===== src/rtl/ber_history.sv =====
// rtl/ber_history.sv - transmit-bit history shift register with indexed read and fill count
// Ports: clk, rst (sync, active-high), shift_en/shift_bit (push a new bit into hist[0]),
//        rd_idx/rd_bit (combinational read of hist[rd_idx], pre-shift),
//        fill (number of accepted bits, saturating at DEPTH).
module ber_history #(
   parameter int DEPTH = 64
) (
   input  logic                       clk,
   input  logic                       rst,
   input  logic                       shift_en,
   input  logic                       shift_bit,
   input  logic [$clog2(DEPTH)-1:0]   rd_idx,
   output logic                       rd_bit,
   output logic [$clog2(DEPTH+1)-1:0] fill
);

   localparam int FW = $clog2(DEPTH + 1);

   logic [DEPTH-1:0] hist;

   always_ff @(posedge clk) begin
      if (rst) begin
         hist <= '0;
         fill <= '0;
      end else if (shift_en) begin
         hist <= {hist[DEPTH-2:0], shift_bit};
         if (fill != FW'(DEPTH)) begin
            fill <= fill + FW'(1);
         end
      end
   end

   // Read sees the registered contents, i.e. the history before this cycle's shift.
   assign rd_bit = hist[rd_idx];

endmodule


===== config.mk =====
export PLATFORM = sky130hd
export DESIGN_NAME = ber_history
export DESIGN_NICKNAME = d
export VERILOG_FILES = /design/src/rtl/ber_history.sv
export SDC_FILE = /design/constraint.sdc
export NUM_CORES = 1
export LEC_CHECK = 0
export ABC_AREA = 1
export CAP_MARGIN = 20
export CORE_MARGIN = 4
export CORE_UTILIZATION = 59
export DETAILED_ROUTE_END_ITERATION = 16
export PLACE_DENSITY = 0.79
export SLEW_MARGIN = 20
export SYNTH_ARGS = -nofsm -noshare
export SYNTH_HDL_FRONTEND = slang
export SYNTH_SLANG_ARGS = --single-unit

===== constraint.sdc =====
create_clock -name clk -period 1.35 [get_ports clk]
set_input_delay 0.135 -clock clk [delete_from_list [all_inputs] [get_ports clk]]
set_output_delay 0.135 -clock clk [all_outputs]
set_load 0.02 [all_outputs]

==> flow_summary.json <==
{
  "wl_per_cell_um": 13.63,
  "ys_warn_count": 0,
  "core-area_um2": 5238,
  "drt_iter0_drc": 280,
  "tightest_slew_ns": 0.4228,
  "antenna_found_initial": 0,
  "path_class": "flip-flop to output port",
  "max-slew-margin-rel_pct": 71.81,
  "drt_first_pass_iters": 5,
  "p_total_mw": 4.618,
  "yosysUniqueCellTypes": 23,
  "fin_ws_ns": -0.2198,
  "critPathLaunchType": "flip-flop",
  "critPathMaxStageDelay_ns": 0.36,
  "grt_max_degree": 40,
  "holdWs_ns": 0.2555,
  "syn_area_per_cell_um2": 6.812,
  "die_w_um": 82.37,
  "seq_area_frac_synth_pct": 43.56,
  "synth_top_cell_by_area": "dfxtp_1",
  "cp_top_family": "simple AND/OR/NAND/NOR gates",
  "root_buffer": "clkbuf_8",
  "via_per_inst": 5.348,
  "clockBufferDepth": 2,
  "cp.arrival_ns": 1.43,
  "num_rows": 26,
  "fin_crit_sh_pct": 116.3,
  "comb_power_share_pct": 16.3,
  "clk_pin_slew_ns": 0.07,
  "fmax_mhz": 637.0,
  "grtUsageTotal_pct": 26.41,
  "status": "finished, violations left",
  "areaGrowthSynthToFinish_pct": 26.84,
  "hold_viol": 0,
  "cts_made_buffers": 9,
  "initial_core_util_pct": 62.30,
  "die_y_um": 82.37,
  "syn_area_um2": 3263,
  "drc": 0,
  "final_core_util_pct": 79.03,
  "cp_slowest_cell": "dfxtp_1",
  "grt_overflow": 0,
  "p_clk_share_pct": 33.7,
  "drive_gt1_share_pct": 24.55,
  "setup_violations": 1,
  "cts.sinks": 71,
  "end_kind": "output port",
  "synth_top_area_share_pct": 43.56,
  "min_period_ns": 1.570,
  "p_sw_mw": 1.284,
  "seqPwrFrac_pct": 50.1,
  "gp_congestion": 0.8624,
  "syn_inst": 479,
  "fill_cells": 401,
  "synth_area_leaders": "dfxtp_1, nor2_1, o21ai_0",
  "intPower_mw": 3.334,
  "maxCapViolations": 0,
  "switching_share_pct": 27.81,
  "powerDensity_nw_per_um2": 1116,
  "portBuffers": 17,
  "grt_pass1_vias": 3036,
  "skew_ns": 0.006333,
  "diodes": 0,
  "power.leakage_nw": 1.922,
  "nNetsFinal": 561,
  "htree_levels": 3,
  "cts-hold-fix-buffers": 0,
  "path_cells": "nand2_2, nand3_1, nand3_1, nand2_1, nand2_1, nand3_1, nand3_1, nand2_1, buf_6",
  "cp.required_ns": 1.22,
  "ir_drop_mv": 0.7871,
  "rsz0062_at_grt": "true",
  "hold_path_class": "input port to flip-flop",
  "syn_nets": 491,
  "cts_tree": "built",
  "ant_nets": 0,
  "crit_buf_inv": 1,
  "ios": 18,
  "ys_ff_latch": 71,
  "vias": 3337,
  "die-area_um2": 6785,
  "drv_slew": 0,
  "crit_top_cell": "nand3_1",
  "insertion_delay_ns": 0.36,
  "wl_um": 8502,
  "critPathMaxFanout": 2,
  "grt_first_pass_wirelength_um": 13680,
  "dpl.hpwl_um": 5177,
  "violations": "setup timing"
}
-- flip-flops by register name, summed over array words and instances, names as in the netlist --
| register | cells |
|---|---|
| fill | 7 |
| hist | 64 |
-- placed cells by master (no fill, tap or decap), types with 3 or more instances in the layout --
cell,Yosys,routed
dlygate4sd2_1,0,7
clkdlybuf4s50_1,0,5
nor2_1,132,132
nand2_2,6,6
o21ai_0,68,68
dfxtp_1,71,40
clkbuf_8,0,11
dfxtp_2,0,31
nand3_1,58,56
nand2_1,85,85
inv_2,3,3
buf_6,7,4
inv_1,10,10
a21oi_1,4,4
buf_4,2,65
-- worst paths after layout --
check             startpoint  slack (ns)      end  cells past startpoint
setup / recovery     hist[2]       -0.22   rd_bit                      9
hold / removal      shift_en        0.26  fill[0]                      3
setup reg to reg     fill[0]        0.06  fill[5]                      8
hold reg to reg      hist[6]        0.50  hist[7]                      2
-- metrics by stage --
stage,setup WS [ns],TNS [ns],cells,cell area (um^2)
floorplan,0.06418,0,479,3266
finish,-0.2198,-0.2198,624,4139
global route,-0.3062,-0.3503,624,4139
detailed placement,-0.8946,-0.8966,603,3855
global placement,-0.8691,-0.8691,603,3855
CTS,-0.2135,-0.2135,621,4061
-- cell usage after synthesis, drive strengths merged --
cell / n
o21ai: 68
inv: 15
nor3: 1
nor3b: 1
a21oi: 4
nand3: 58
dfxtp: 71
and3: 2
buf: 20
nand2: 91
nor2: 133
clkbuf: 11
ha: 2
xor2: 2
-- tightest hold or removal path: cells and delay by family --
family | cells | cell delay (ns)
buf+inv | 1 | 0.21
simple gates | 1 | 0.15
compound gates | 1 | 0.07
-- final cells by class --
type	count	area [um^2]	area share (%)
clock buffers	13	158.9	3.839
clock inverters	3	17.52	0.4232
inverters	15	71.32	1.723
multi-input cells	363	1608	38.85
flip-flops and latches	71	1460	35.28
well taps	70	87.58	2.116
repair buffers	88	724.4	17.50
repair inverters	1	11.26	0.2721
-- cell families after synthesis --
logic type	count (synthesis)	synth area share [%]
XOR/XNOR	2	0.5369
AND/OR/NAND/NOR	286	35.97
AO/OA/AOI/OAI	72	11.04
buffers and inverters	46	8.129
adder cells (fa/ha/maj)	2	0.7667
flip-flops	71	43.56
-- power by group through the flow --
stage          Combinational [mW]  Clock [mW]  Sequential (mW)
2_1_floorplan               0.419           0             2.34
3_3_place_gp                0.695           0             2.34
3_5_place_dp                0.717           0             2.35
4_1_cts                     0.732        1.58             2.30
5_1_grt                     0.836        1.67             2.32
6_report                    0.751        1.55             2.31
-- routing by layer --
metal,vias up,part of all wire [%],GRT usage [%]
li1,1687,-,-
met5,-,0,0
met1,1533,45,34.03
met4,0,1.6,10.96
met3,16,5.7,8.243
met2,101,48,40.79
-- repair_timing --
item	in CTS	in global routing
pin swaps	1	6
cloned	2	1
setup buffers	0	2
setup endpoints to repair	9	3
resized for setup	24	35
(Power assumes the default switching activity.)
